**src/rtl/button_evt_pkg.sv**
```systemverilog
// Shared types for the button gesture classifier: gesture FSM states and
// the event codes handed to the menu/vote control logic.
package button_evt_pkg;

  typedef enum logic [2:0] {
    IDLE,
    PRESS1,
    GAP,
    PRESS2,
    HOLD
  } gesture_state_e;

  localparam logic [1:0] EVT_NONE   = 2'b00;
  localparam logic [1:0] EVT_SHORT  = 2'b01;
  localparam logic [1:0] EVT_LONG   = 2'b10;
  localparam logic [1:0] EVT_DOUBLE = 2'b11;

endpackage

```
**src/rtl/button_evt_slot.sv**
```systemverilog
// One-entry valid/ready holding register for classified button events.
// A new event arriving while the held one is stalled is dropped and flagged.
module button_evt_slot
  import button_evt_pkg::*;
(
  input  logic       clk,
  input  logic       rst,
  input  logic       i_in_valid,
  input  logic [1:0] i_in_code,
  input  logic       i_evt_ready,
  input  logic       i_ovf_clr,
  output logic       o_evt_valid,
  output logic [1:0] o_evt_code,
  output logic       o_ovf
);

  logic       r_valid;
  logic [1:0] r_code;
  logic       r_ovf;
  logic       w_drop;
  logic       w_load;

  assign w_drop = i_in_valid & r_valid & ~i_evt_ready;
  assign w_load = i_in_valid & ~w_drop;

  // A drop wins over a same-cycle clear so the loss is never hidden.
  always_ff @(posedge clk or posedge rst) begin
    if (rst) begin
      r_valid <= 1'b0;
      r_code  <= EVT_NONE;
      r_ovf   <= 1'b0;
    end else begin
      if (w_load) begin
        r_valid <= 1'b1;
        r_code  <= i_in_code;
      end else if (r_valid && i_evt_ready) begin
        r_valid <= 1'b0;
        r_code  <= EVT_NONE;
      end
      if (w_drop) begin
        r_ovf <= 1'b1;
      end else if (i_ovf_clr) begin
        r_ovf <= 1'b0;
      end
    end
  end

  assign o_evt_valid = r_valid;
  assign o_evt_code  = r_code;
  assign o_ovf       = r_ovf;

endmodule

```
**src/rtl/button_press_classifier.sv**
```systemverilog
// Classifies debounced button gestures into SHORT, LONG or DOUBLE presses
// and hands them to the control FSM through a one-entry event slot.
module button_press_classifier
  import button_evt_pkg::*;
#(
  parameter int LONG_CYCLES = 50_000_000,
  parameter int GAP_CYCLES  = 15_000_000,
  parameter int CNT_W       = 26
) (
  input  logic       clk,
  input  logic       rst,
  input  logic       i_btn_level,
  output logic       o_evt_valid,
  output logic [1:0] o_evt_code,
  input  logic       i_evt_ready,
  output logic       o_ovf,
  input  logic       i_ovf_clr
);

  localparam logic [CNT_W-1:0] LONG_LAST = CNT_W'(LONG_CYCLES - 1);
  localparam logic [CNT_W-1:0] GAP_LAST  = CNT_W'(GAP_CYCLES - 1);
  localparam logic [CNT_W-1:0] CNT_ONE   = CNT_W'(1);

  gesture_state_e   r_state;
  logic [CNT_W-1:0] r_cnt;
  logic             r_prev;
  logic             w_rise;
  logic             w_fall;
  logic [CNT_W-1:0] w_cnt_inc;
  logic             w_emit;
  logic [1:0]       w_emit_code;

  assign w_rise    = i_btn_level & ~r_prev;
  assign w_fall    = ~i_btn_level & r_prev;
  assign w_cnt_inc = (r_cnt == '1) ? r_cnt : r_cnt + CNT_ONE;

  // Events feed the slot combinationally so they register on the same edge
  // that ends the terminating sample.
  always_comb begin
    w_emit      = 1'b0;
    w_emit_code = EVT_NONE;
    unique case (r_state)
      PRESS1: if (i_btn_level && r_cnt == LONG_LAST) begin
        w_emit      = 1'b1;
        w_emit_code = EVT_LONG;
      end
      GAP: if (!i_btn_level && r_cnt == GAP_LAST) begin
        w_emit      = 1'b1;
        w_emit_code = EVT_SHORT;
      end
      PRESS2: if (w_fall) begin
        w_emit      = 1'b1;
        w_emit_code = EVT_DOUBLE;
      end
      default: ;
    endcase
  end

  // Entering PRESS1 or GAP loads 1 because the edge sample itself counts.
  always_ff @(posedge clk or posedge rst) begin
    if (rst) begin
      r_prev  <= 1'b1;
      r_state <= IDLE;
      r_cnt   <= '0;
    end else begin
      r_prev <= i_btn_level;
      r_cnt  <= w_cnt_inc;
      unique case (r_state)
        IDLE: if (w_rise) begin
          r_state <= PRESS1;
          r_cnt   <= CNT_ONE;
        end
        PRESS1: if (i_btn_level && r_cnt == LONG_LAST) begin
          r_state <= HOLD;
          r_cnt   <= '0;
        end else if (w_fall) begin
          r_state <= GAP;
          r_cnt   <= CNT_ONE;
        end
        GAP: if (w_rise) begin
          r_state <= PRESS2;
          r_cnt   <= '0;
        end else if (!i_btn_level && r_cnt == GAP_LAST) begin
          r_state <= IDLE;
          r_cnt   <= '0;
        end
        PRESS2, HOLD: if (w_fall) begin
          r_state <= IDLE;
          r_cnt   <= '0;
        end
        default: begin
          r_state <= IDLE;
          r_cnt   <= '0;
        end
      endcase
    end
  end

  button_evt_slot u_slot (
    .clk         (clk),
    .rst         (rst),
    .i_in_valid  (w_emit),
    .i_in_code   (w_emit_code),
    .i_evt_ready (i_evt_ready),
    .i_ovf_clr   (i_ovf_clr),
    .o_evt_valid (o_evt_valid),
    .o_evt_code  (o_evt_code),
    .o_ovf       (o_ovf)
  );

endmodule
```
**config.mk**
```make
export PLATFORM = sky130hd
export DESIGN_NAME = button_press_classifier
export DESIGN_NICKNAME = d
export VERILOG_FILES = /design/src/rtl/button_evt_pkg.sv /design/src/rtl/button_evt_slot.sv /design/src/rtl/button_press_classifier.sv
export SDC_FILE = /design/constraint.sdc
export NUM_CORES = 1
export LEC_CHECK = 0
export BUFFER_PORTS_ARGS = -buffer_cell sky130_fd_sc_hd__buf_2
export CORE_ASPECT_RATIO = 0.75
export CORE_MARGIN = 2
export CORE_UTILIZATION = 60
export CTS_CLUSTER_SIZE = 14
export DETAILED_ROUTE_END_ITERATION = 16
export HOLD_SLACK_MARGIN = 0.06
export MAX_ROUTING_LAYER = met4
export PLACE_DENSITY = 0.78
export SETUP_SLACK_MARGIN = 0.4
export SYNTH_ARGS = -nofsm -noshare
export SYNTH_HDL_FRONTEND = slang
export SYNTH_SLANG_ARGS = --single-unit
```
**constraint.sdc**
```tcl
create_clock -name clk -period 3.2 [get_ports clk]
set_clock_uncertainty 0.15 [all_clocks]
set_input_delay 0.16 -clock clk [delete_from_list [all_inputs] [get_ports clk]]
set_output_delay 0.16 -clock clk [all_outputs]
set_load 0.05 [all_outputs]
```
# == After elaboration in Yosys (flattened, before gate mapping) ==
# Index checks and enable logic that the tools add are counted.
# totals
ff_bits,34
input_bits,5
elab_cells,65
# op_classes
muxes,29
reduce_logical,9
add_sub_neg,1
n_eq_ne,11
n_bitwise,9
# ops
cell,n
$mux W26,7
$pmux W26 S4,1
$eq A26 B26 Y1 const B,2
$add A26 B1 Y26 const B,1
$eq A26 B24 Y1 const B,1
$mux W3,6
$pmux W3 S4,1
$mux W1,8
$mux W2,4
$eq A3 B2 Y1 const B,2
$ne A3 B3 Y1 const B,2
$pmux W2 S3,1
$and A1 B1 Y1,5
$ne A2 B2 Y1 const B,2
$not A1 Y1,4
$reduce_and A4 Y1,1
$reduce_bool A2 Y1,2
$eq A3 B1 Y1 const B,1
$eq A3 B3 Y1 const B,1
$logic_and A1 B1 Y1,3
$logic_not A3 Y1,1
$pmux W1 S3,1
$reduce_or A2 Y1,1
$logic_not A1 Y1,1

# == Longest topological paths before layout ==
# depth
ltp_word,9
depth_mapped,9
ltp_nobuf,7

# == Cells and area by module ==
# A second synthesis with hierarchy kept.
# hier_totals
cells_unflattened,226
area_unflattened_um2,2119.5
# modules_own_cells
module,instances,area_each_um2,cells_each
button_press_classifier,1,1944.4,210
button_evt_slot,1,175.2,16

# == Worst setup path after synthesis ==
# OpenSTA, ideal clock, no wires.
# synth_path
path_kind,register to register
from,register r_cnt[0]
to,register r_cnt[13]
stages_incl_launch_ff,10
path_slack_ns,0.903
required_ns,2.928
path_buffers,2
synth_period_minus_slack_ns,2.297
t_arrival_ns,2.025
setup_ns,0.122
path_cell_list,dfrtp_1 > ha_1 > and4_1 > clkbuf_1 > nand2_1 > nor4_1 > o22ai_1 > a21oi_2 > buf_2 > nor2_1
# synth_between
elab_chain_cells,5
elab_cells_between_ends,14
cone_classes,add/sub (1); eq/ne (3); mux (8); reduce/logical (2)
# synth_rtl
element,line,text
from (decl),button_press_classifier.sv:25,logic [CNT_W-1:0] r_cnt;
from (signal assigned),button_press_classifier.sv:67,r_cnt <= w_cnt_inc;
"$add A26 B1 Y26, or another cell as far along",button_press_classifier.sv:35,assign w_cnt_inc = (r_cnt == '1) ? r_cnt : r_cnt + CNT_ONE;
$mux W26 / $logic_and A1 B1 Y1 (equally long branches),"button_press_classifier.sv:35, button_press_classifier.sv:83",
$mux W26 (on tied branches),"button_press_classifier.sv:83, button_press_classifier.sv:76",
$mux W26 (on tied branches),"button_press_classifier.sv:80, button_press_classifier.sv:73",
$pmux W26 S4 (*),button_press_classifier.sv:68,unique case (r_state)
# Every way passes the cells marked *; elsewhere a longest branch is shown, timed or not.
# A chain may end at the register's enable or synchronous reset.

# == Worst setup path after layout ==
# layout_path
from,register r_cnt[0]
to,register r_cnt[4]
# Same word-level chain as after synthesis.

==> metrics.txt <==
Die H approximately 53 um; Cell Rows 17; leading post-synthesis cells by cell area dfrtp_1 43%, xor2_1 7.3%, nor2_1 7.2%; Post-Syn Nets approximately 230; Final nets ~240; count leader, synth nor2_1; Starting Density between 60 and 70%; Setup violations, final 0; CTS root buf clkbuf_8; grt total ovfl 0; Worst EP required 3.20 ns; Async S/R FF share, synth 100%; antenna diode count 0; Vias around 1600; Setup TNS 0 ns; CTS tree built; Placer Congestion 0.904; Max H-tree Level 2; Total Wirelength roughly 4000 um; Overall Power 1180 uW; Synth area leader dfrtp_1; Chip Width just under 70 um; routed vias/inst roughly 6.0; Post-synth EDFFs 0; PortBufs 8; status finished, final reports clean; Longest Clk Path Bufs 2; dominant synthesized flop cell dfrtp_1; core area ~3000 sq um; Final Hold Viols 0; endpoint type of the worst setup path register; largest fanout on the critical path 25; Synth Cell Area between 1500 and 2000 sq um; post-route ant nets 0; worst skew pair latency roughly 0.28 ns; die area roughly 3700 sq um; unrepaired setup endpoints after global routing no; Post-CTS Setup Inserts 0; GR Util All Layers 25.5%; Tmin final between 2 and 3 ns; antenna violations before repair 0; syn_area_per_cell between 8 and 9 sq um; CTS Sinks 34; Max Clk Rate approximately 0.40 GHz; Final Slew Violations 0; io pins 9; vias in the first global route approximately 1500; measured slew at the worst slew-check pin ~0.64 ns; Startpoint Class register; Synth Area in Simple Gates 32.8%; Area growth, synth to finish 10.6%; CTS buffer count 5; Hold WC Path Type reg -> reg; drt drc 0; Synth top area share 43.1%; DRT iter0 DRCs between 150 and 200; 1st-pass router iterations 4; post-synthesis cell count between 200 and 250; slew margin rel. between 50% and 60%; Synth Area in Adders 0.653%; first-pass GRT wire length 7050 um; final worst setup slack between 0.6 and 0.7 ns; complex-gate fraction of the synthesized area under 10%; mux contribution to synthesized area less than 1%; fraction of layout cells with a size suffix above 1 between 10% and 20%; Synth cell types 45; post-synthesis sequential area ratio between 40% and 50%; post-synthesis register bit count 34; DR WL/cell 14.8 um; DP HPWL 2910 um; leak pwr approximately 0.00093 uW; largest net degree at the start of global routing 35; Worst Path Arrival ~2.5 ns; Post-Synth XOR/XNOR Area about a tenth; yosys warns 0; Peak VDD IR 324 uV; power per cell area between 500 and 600 nW/um^2; critical path class reg -> reg; max_cap viols 0; Reg clk slew, reported paths roughly 0.07 ns; largest family of logic cells by synthesized area simple AND/OR/NAND/NOR gates; Post-synth top cells 37 x nor2_1, 33 x dfrtp_1, 21 x nand2_1, 16 x xor2_1; final period utilization 78.3%; pre-CTS setup slack roughly 0.75 ns
sequential cells by signal, summed over array words and instances (netlist names):
signal and cells:
r_cnt 26, r_prev 1, r_state 3, u_slot.o_evt_code 2, u_slot.o_evt_valid 1, u_slot.o_ovf 1
critical path, stage by stage (launching register included):
cell and delay (ns):
dfrtp_1 0.38, ha_1 0.24, and4_1 0.32, nand2_1 0.08, nor4_1 0.48, o22ai_1 0.16
a21oi_2 0.17, buf_4 0.29, nor3_1 0.10
path summary, 6_finish.rpt:
kind	from	end	slack, ns	depth (start not counted)
worst max-delay path	r_cnt[0]	r_cnt[4]	0.70	8
worst min register to register	u_slot.o_evt_valid	u_slot.o_evt_code[0]	0.34	1
min in group asynchronous	rst	u_slot.o_evt_valid	0.35	4
worst min-delay path	u_slot.o_evt_valid	u_slot.o_evt_code[0]	0.34	1
max in group asynchronous	rst	r_prev	2.22	4
worst max register to register	r_cnt[0]	r_cnt[4]	0.70	8
power breakdown:
| part | total [uW] | switching [uW] | internal (uW) |
|---|---|---|---|
| combinational | 332 | 224 | 108 |
| clock | 326 | 153 | 173 |
| sequential | 523 | 49.1 | 474 |
| total | 1180 | 426 | 756 |
placed cells by master (no fill, tap or decap), types with 2 or more instances in the layout:
master / count
and3_1: 5
buf_2: 8
nand4_1: 12
inv_1: 6
clkbuf_8: 6
dlygate4sd3_1: 4
o22ai_1: 3
and2_1: 3
nand2_1: 21
buf_4: 2
xor2_1: 16
nand2b_1: 2
a21oi_1: 7
nor2_2: 2
nand3_1: 12
xnor2_1: 5
nor4_1: 5
nor2_1: 37
or4_1: 2
dfrtp_1: 33
nor2b_1: 2
nor3_1: 8
and4_1: 3
o21ai_0: 5
metal layers:
metal / vias up / GRT usage, % / wire length [um]
met2: 30 / 39.7 / 1820
met5: - / - / 0
met3: 5 / 6.48 / 180
met1: 795 / 32.9 / 1970
met4: 0 / 9.48 / 42
li1: 806 / - / -
cell families (layout without fill, tap and decap cells):
kind of cell	Yosys count	in the layout
and+or+nand+nor	122	122
adders and majority gates	1	1
DFF	34	34
AOI/OAI and AO/OA	27	27
muxes	1	1
xor gates and xnor gates	21	21
buffers and inverters	13	28
layout make-up:
class	instances	area [sq um]
timing repair buffer	14	95.1
inverter	6	22.5
clock buffer	7	86.3
sequential	34	852
clock inverter	1	5.00
multi-input combinational	172	1010
fill	224	880
tap	38	47.5
timing repair:
| item | in CTS | in global routing |
|---|---|---|
| endpoints found under the setup margin | 0 | 0 |
| hold buffers | 4 | 0 |
| endpoints found under the hold margin | 36 | 0 |
| gates resized for setup | 0 | 0 |
per-stage QoR:
step	instance area, sq um	instances	util [%]	hold slack, ns
3_3_place_gp	1990	260	66.3	0.114
2_1_floorplan	1920	219	-	0.0145
3_5_place_dp	1990	260	66.3	0.129
6_report	2120	272	70.7	0.345
5_1_grt	2120	272	70.7	0.383
4_1_cts	2120	272	70.7	0.347
Power figures use the tool's default switching activity.
